[src/rtl/branch_hazard_sequencer_pkg.sv]
// Shared definitions for the branch/load-use hazard sequencer: FSM state
// encoding and the default register-address width.
package branch_hazard_sequencer_pkg;

  localparam int unsigned REG_AW_DEF = 5;

  // Two-bit encoding leaves two spare codes; any spare decode returns to IDLE.
  typedef enum logic [1:0] {
    ST_IDLE    = 2'b00,
    ST_BR_WAIT = 2'b01
  } hz_state_t;

endpackage

[src/rtl/branch_hazard_sequencer_load_use_detect.sv]
// Combinational load-use comparator: a load in EX writing a non-zero register
// that the instruction in ID reads. Shared with the forwarding unit.
module load_use_detect
  import branch_hazard_sequencer_pkg::*;
#(
  parameter int unsigned REG_AW = REG_AW_DEF
) (
  input  logic              memReadEX,
  input  logic [REG_AW-1:0] rtEX,
  input  logic [REG_AW-1:0] rsID,
  input  logic [REG_AW-1:0] rtID,
  output logic              loadUse
);

  // Register 0 is hardwired, so a load targeting it never creates a hazard.
  always_comb begin
    loadUse = memReadEX && (rtEX != '0) && ((rtEX == rsID) || (rtEX == rtID));
  end

endmodule

[src/rtl/branch_hazard_sequencer.sv]
// Branch / load-use hazard sequencer. Stalls for load-use hazards and holds the
// front end while a beq/bne waits for the EX comparator, then steers the PC and
// squashes the wrong-path fetch. A branch that never resolves times out after
// BR_MAX_WAIT cycles and is treated as not-taken.
// Optional feature macro: HAZARD_PERF_EN (adds saturating stall counters).
module branch_hazard_sequencer
  import branch_hazard_sequencer_pkg::*;
#(
  parameter int unsigned REG_AW      = REG_AW_DEF,
  parameter int unsigned BR_MAX_WAIT = 4,
  parameter int unsigned CNT_W       = 16
) (
  input  logic              clk,
  input  logic              rst,
  input  logic              beqID,
  input  logic              bneID,
  input  logic              branchResolve,
  input  logic              branchTaken,
  input  logic              memReadEX,
  input  logic [REG_AW-1:0] rtEX,
  input  logic [REG_AW-1:0] rsID,
  input  logic [REG_AW-1:0] rtID,
  output logic              PChold,
  output logic              IFIDhold,
  output logic              IFIDflush,
  output logic              IDEXbubble,
  output logic              pcSrcBranch,
`ifdef HAZARD_PERF_EN
  output logic [CNT_W-1:0]  loadStallCnt,
  output logic [CNT_W-1:0]  branchStallCnt,
`endif
  output logic              brTimeout
);

  localparam int unsigned     CW       = $clog2(BR_MAX_WAIT + 1);
  localparam logic [CW-1:0]   CNT_LAST = CW'(BR_MAX_WAIT - 1);

  hz_state_t     state, state_n;
  logic [CW-1:0] cnt, cnt_n;
  logic          loadUse;

  load_use_detect #(.REG_AW(REG_AW)) u_lud (
    .memReadEX (memReadEX),
    .rtEX      (rtEX),
    .rsID      (rsID),
    .rtID      (rtID),
    .loadUse   (loadUse)
  );

  // State and wait-counter registers.
  always_ff @(posedge clk) begin
    if (rst) begin
      state <= ST_IDLE;
      cnt   <= '0;
    end else begin
      state <= state_n;
      cnt   <= cnt_n;
    end
  end

  // Next-state and output decode; everything is forced low during reset.
  always_comb begin
    state_n     = state;
    cnt_n       = cnt;
    PChold      = 1'b0;
    IFIDhold    = 1'b0;
    IFIDflush   = 1'b0;
    IDEXbubble  = 1'b0;
    pcSrcBranch = 1'b0;
    brTimeout   = 1'b0;
    if (!rst) begin
      case (state)
        ST_IDLE: begin
          if (loadUse) begin
            PChold     = 1'b1;
            IFIDhold   = 1'b1;
            IDEXbubble = 1'b1;
          end else if (beqID || bneID) begin
            PChold    = 1'b1;
            IFIDflush = 1'b1;
            state_n   = ST_BR_WAIT;
            cnt_n     = '0;
          end
        end
        ST_BR_WAIT: begin
          if (branchResolve) begin
            state_n = ST_IDLE;
            if (branchTaken) begin
              pcSrcBranch = 1'b1;
              IFIDflush   = 1'b1;
            end
          end else begin
            PChold     = 1'b1;
            IFIDhold   = 1'b1;
            IDEXbubble = 1'b1;
            cnt_n      = cnt + CW'(1);
            if (cnt == CNT_LAST) begin
              brTimeout = 1'b1;
              state_n   = ST_IDLE;
            end
          end
        end
        default: state_n = ST_IDLE;
      endcase
    end
  end

`ifdef HAZARD_PERF_EN
  logic ld_inc, br_inc;

  // Load stalls only arise in IDLE; every other PChold comes from the branch path.
  always_comb begin
    ld_inc = !rst && (state == ST_IDLE) && loadUse;
    br_inc = PChold && !ld_inc;
  end

  // Saturating stall counters.
  always_ff @(posedge clk) begin
    if (rst) begin
      loadStallCnt   <= '0;
      branchStallCnt <= '0;
    end else begin
      if (ld_inc && !(&loadStallCnt))   loadStallCnt   <= loadStallCnt + CNT_W'(1);
      if (br_inc && !(&branchStallCnt)) branchStallCnt <= branchStallCnt + CNT_W'(1);
    end
  end
`endif

endmodule

[config.mk]
export PLATFORM = sky130hd
export DESIGN_NAME = branch_hazard_sequencer
export DESIGN_NICKNAME = d
export VERILOG_FILES = /design/src/rtl/branch_hazard_sequencer_pkg.sv /design/src/rtl/branch_hazard_sequencer_load_use_detect.sv /design/src/rtl/branch_hazard_sequencer.sv
export SDC_FILE = /design/constraint.sdc
export NUM_CORES = 1
export LEC_CHECK = 0
export CORE_UTILIZATION = 29
export DETAILED_ROUTE_END_ITERATION = 12
export PLACE_DENSITY = 0.79
export REMOVE_ABC_BUFFERS = 1
export SLEW_MARGIN = 20
export SYNTH_ARGS = -nofsm -noshare
export SYNTH_HDL_FRONTEND = slang
export SYNTH_HIERARCHICAL = 1
export SYNTH_SLANG_ARGS = --single-unit
[constraint.sdc]
create_clock -name clk -period 1.5 [get_ports clk]
set_input_delay 0.225 -clock clk [delete_from_list [all_inputs] [get_ports clk]]
set_output_delay 0.225 -clock clk [all_outputs]
set_load 0.05 [all_outputs]
After elaboration in Yosys (flattened, before gate mapping) --
Index checks and enable logic that the tools add are counted.
Operators by class: add/subtract/negate cells 1, equality and inequality tests 8, multiplexer cells 28, reduce and logical (&&, ||, !) cells 9
Operators with widths (number):
- $mux 1 | 16
- $eq 5x5->1 | 2
- $mux 3 | 3
- $mux 2 | 4
- $ne 2x2->1 const B | 3
- $pmux 1 s2 | 3
- $pmux 3 s2 | 1
- $reduce_bool 5->1 | 1
- $pmux 2 s2 | 1
- $reduce_and 4->1 | 1
- $add 3x1->3 const B | 1
- $eq 3x2->1 const B | 1
- $ne 3x3->1 const B | 1
- $reduce_and 3->1 | 1
- $eq 2x1->1 const B | 1
- $logic_and 1x1->1 | 2
- $logic_not 2->1 | 1
- $logic_or 1x1->1 | 2
- $reduce_bool 2->1 | 1
Storage, ports and cells: flip-flop bits (word level) 5, input port bits 22, output and inout port bits 6

Depth between registers and ports, before layout --
depth in word-level cells 6, depth in mapped cells 7, mapped depth without buffers 7

Hierarchy --
The synthesis kept the hierarchy.
By module, submodules not included:
- branch_hazard_sequencer | times used 1, cells an instance 32, area each 265.3 um^2, sequential area each 80.1 um^2
- load_use_detect | times used 1, cells an instance 17, area each 125.1 um^2, sequential area each 0.0 um^2

Worst setup path after synthesis --
Ideal clock, no wire load.
path kind in2out, from input port rtEX[0], to output port IFIDhold, arrival time 2.067 ns, required time 1.275 ns, path slack -0.792 ns, stages 7, cells stage by stage xor2_1 nor3_1 nand3_1 a21oi_1 nand2b_1 a21oi_1 buf_4
On the way: cells in the longest elaborated chain, start to end 6, elaborated cells between the ends (all ways) 9, those cells by class eq/ne: 2; mux: 3; reduce/logical: 4
Ends and longest elaborated chain:
- start, declared | line branch_hazard_sequencer.sv:20 | input logic [REG_AW-1:0] rtEX,
- $eq 5x5->1 or $reduce_bool 5->1 (tied branches) | line branch_hazard_sequencer_load_use_detect.sv:17 | loadUse = memReadEX && (rtEX != '0) && ((rtEX == rsID) || (rtEX == rtID));
- $logic_or 1x1->1 or $logic_and 1x1->1 (tied branches) | line branch_hazard_sequencer_load_use_detect.sv:17
- $logic_and 1x1->1 * | line branch_hazard_sequencer_load_use_detect.sv:17
- net loadUse | line branch_hazard_sequencer.sv:40 | logic loadUse;
- $mux 1 *
- $pmux 1 s2 *
- $mux 1 *
- end, declared | line branch_hazard_sequencer.sv:24 | output logic IFIDhold,
Mark *: on every way through the listed nets, which the timed path passes. The rest lies on a longest branch.

Final worst setup path --
from input port rtEX[4], to output port IFIDflush
On the way: cells in the longest elaborated chain, start to end 6, elaborated cells between the ends (all ways) 9, those cells by class eq/ne: 2; mux: 3; reduce/logical: 4
Ends and longest elaborated chain:
- $eq 5x5->1 or $reduce_bool 5->1 (tied branches) | line branch_hazard_sequencer_load_use_detect.sv:17
- $logic_or 1x1->1 or $logic_and 1x1->1 (tied branches) | line branch_hazard_sequencer_load_use_detect.sv:17
- $logic_and 1x1->1 * | line branch_hazard_sequencer_load_use_detect.sv:17
- net loadUse | line branch_hazard_sequencer.sv:40
- $mux 1 * | line branch_hazard_sequencer.sv:74 | if (loadUse) begin
- $pmux 1 s2 * | line branch_hazard_sequencer.sv:72 | case (state)
- $mux 1 * | line branch_hazard_sequencer.sv:71 | if (!rst) begin
- end, declared | line branch_hazard_sequencer.sv:25 | output logic IFIDflush,
Marked as above.

==> results_dict.tcl <==
set metrics [dict create \
    drt-pass1-iter-count 3 \
    min_path_cells 3 \
    status "finished, violations left" \
    min_period_over_period_pct 124 \
    finalHoldViolCount 0 \
    port_buffers 27 \
    ctsRootBufferMaster "clkbuf_4" \
    finalSetupViolations 4 \
    rsz0062_at_grt "yes" \
    violations "negative setup slack" \
    cap_violations 0 \
    start_util_pct 33.3 \
    finish.utilization_pct 81.8 \
    die_y_microns 38.7 \
    fin_area_sq_um 958 \
    clock_skew_ns 0.00590 \
    grt_max_degree 9 \
    clockBufferDepth 2 \
    cts.htree.levels 1 \
    crit_arrival_ns 1.64 \
    vias_per_cell 4.90 \
    drtIter0Drc 4 \
    cts_hold_buf 0 \
    synth_seq_area_share_pct 20.5 \
    clkLatencyLatePin_ns 0.24 \
    worst_pin_slew_ns 0.302 \
    fin_ws_ns -0.363 \
    endpoint_kind "primary output" \
    tritoncts "yes" \
    ant_nets 0 \
    crit_fanout 3 \
    dp_hpwl_mm 1.02 \
    synth_top_family_by_area "simple AND/OR/NAND/NOR gates" \
    die-area_sq_um 1500 \
    gp_congestion 0.744 \
    ys_ff_latch 4 \
    wl_per_cell_microns 15.0 \
    pwr-share-clk_pct 25.4 \
    drive_above_1_share_pct 60.7 \
    internal_power_uw 358 \
    p_sw_share_pct 34.0 \
    muxShareOfSynthArea_pct 0 \
    cp_cell_sequence "buf_6 > or4_4 > o21ai_4 > a21oi_2 > nor2_2 > o21ai_2 > o21bai_2 > clkbuf_16" \
    synth_xor_area_share_pct 22.4 \
    switchingPower_uw 185 \
    cts_made_buffers 3 \
    diodes 0 \
    synth-compound-area-share_pct 17.3 \
    antenna_found_initial 0 \
    ff2ff_path_depth 4 \
    area_growth_pct 146 \
    relSlewSlack_pct 79.8 \
    peakVddDrop_uv 552 \
    p_per_area_nw_per_um2 567 \
    fillers 71 \
    ys.warnings.count 6 \
    placementRows 12 \
    cts_sinks 4 \
    synthAdderAreaFrac_pct 6.41 \
    total_power_uw 543 \
    track_usage_pct 22.2 \
    wl_mm 1.54 \
    drc 0 \
    hp-class "in -> reg" \
    grt_pass1_vias 532 \
    grt-ovfl-total 0 \
    max_freq_ghz 0.537 \
    clkTransAtPathRegs_ns 0.04 \
    syn_area_per_cell_sq_um 7.97 \
    crit_path_start_kind "input port" \
    worstPathRequired_ns 1.27 \
    vias 505 \
    yosysUniqueCellTypes 24 \
    worstSetupPathType "in -> out" \
    boundaryPins 28 \
    leakage_uw 0.000434 \
    place_area_sq_um 805 \
    syn_inst 49 \
    grt_pass1_wl_mm 2.25 \
    layout.nets 115 \
    crit_slowest_cell "or4_4" \
    synthSimpleGateAreaFrac_pct 27.2 \
    slowest_delay_ns 0.53 \
    post-route-min-period_ns 1.86 \
    p_seq_share_pct 22.5 \
    report.final.slew_viol_count 0 \
    core_sq_um 1170 \
    combPwrFrac_pct 52.1 \
    syn_area_sq_um 390 \
    die_width_microns 38.7 \
]
-- worst max-delay path: cells and delay by family --
family                 cells  cell delay [ns]
and+or+nand+nor            2             0.65
buffers and inverters      2             0.29
AOI/OAI and AO/OA          4             0.47
-- cells in the final DEF, fill, tap and decap left out, types with 3 or more instances in the layout --
cell type | Yosys | final
a21oi_2 | 0 | 3
buf_12 | 0 | 5
buf_2 | 0 | 3
buf_4 | 1 | 11
buf_6 | 0 | 4
clkbuf_2 | 1 | 6
clkbuf_4 | 0 | 3
clkdlybuf4s50_1 | 0 | 5
dlymetal6s2s_1 | 0 | 5
nand3b_1 | 3 | 3
xnor2_1 | 4 | 3
xor2_1 | 6 | 3
xor2_2 | 0 | 3
-- per-stage QoR --
step                TNS (ns)  worst slack [ns]  cells  hold slack, ns
CTS                    -1.73            -0.448    103           0.497
global route           -1.65            -0.427    103           0.452
detailed placement     -5.28            -0.818     98           0.487
global placement       -4.53            -0.725     98           0.479
floorplan              -3.73             -1.11     46           0.342
finish                 -1.25            -0.363    103           0.428
-- sequential cells by signal, indices dropped and copies added (netlist names) --
register and count:
cnt 3, state 1
-- synthesized netlist by cell type --
master / instances / area (sq um)
a21o_1: 1 / 7.51
a21oi_1: 4 / 20.0
and4b_1: 1 / 10.0
buf_4: 1 / 7.51
clkbuf_1: 1 / 3.75
clkbuf_2: 1 / 5.00
dfxtp_1: 4 / 80.1
ha_1: 2 / 25.0
inv_1: 2 / 7.51
nand2b_1: 2 / 12.5
nand3_1: 2 / 10.0
nand3b_1: 3 / 22.5
nor2_1: 2 / 7.51
nor3_1: 3 / 15.0
nor3b_1: 1 / 7.51
o21ai_0: 2 / 10.0
o21ai_1: 1 / 5.00
o21bai_1: 1 / 7.51
o32ai_1: 2 / 17.5
or2b_1: 1 / 7.51
or3_1: 1 / 6.26
or4_1: 1 / 7.51
xnor2_1: 4 / 35.0
xor2_1: 6 / 52.6
-- kinds of logic (layout without fill, tap and decap cells) --
logic type | Yosys count | count (layout)
AND/OR/NAND/NOR | 17 | 17
AO/OA/AOI/OAI | 11 | 11
XOR/XNOR | 10 | 10
buffers and inverters | 5 | 45
flip-flops | 4 | 4
adder cells (fa/ha/maj) | 2 | 2
-- power by group through the flow --
stage          clock network [uW]  registers [uW]  logic, uW
2_1_floorplan                   0             119       89.4
3_3_place_gp                    0             120        231
3_5_place_dp                    0             120        236
4_1_cts                       141             120        263
5_1_grt                       150             123        299
6_report                      138             122        283
-- worst paths after layout --
kind	end	start	slack (ns)
setup reg to reg	cnt[0]	state[0]	0.32
hold / removal	state[0]	rst	0.43
hold reg to reg	cnt[2]	cnt[2]	0.49
setup / recovery	IFIDflush	rtEX[4]	-0.36
-- layout make-up --
type / count / area, sq um / share of cell area [%]
Inverter: 2 / 7.51 / 0.783
Clock buffer: 3 / 22.5 / 2.35
Tap cell: 14 / 17.5 / 1.83
Sequential cell: 4 / 82.6 / 8.62
Timing Repair Buffer: 40 / 410 / 42.8
Multi-Input combinational cell: 40 / 418 / 43.6
-- metal layers --
layer / wire, microns / GRT usage, % / vias to the layer above
li1: - / - / 252
met1: 609 / 24.2 / 229
met2: 806 / 41.7 / 16
met3: 67 / 6.94 / 8
met4: 61 / 3.45 / 0
met5: 0 / 0 / -
-- timing repair --
item | in CTS | in global routing
endpoints found under the setup margin | 9 | 10
resized for setup | 40 | 37
pin swaps | 11 | 18
setup buffers | 2 | 1
(Power assumes the default switching activity.)
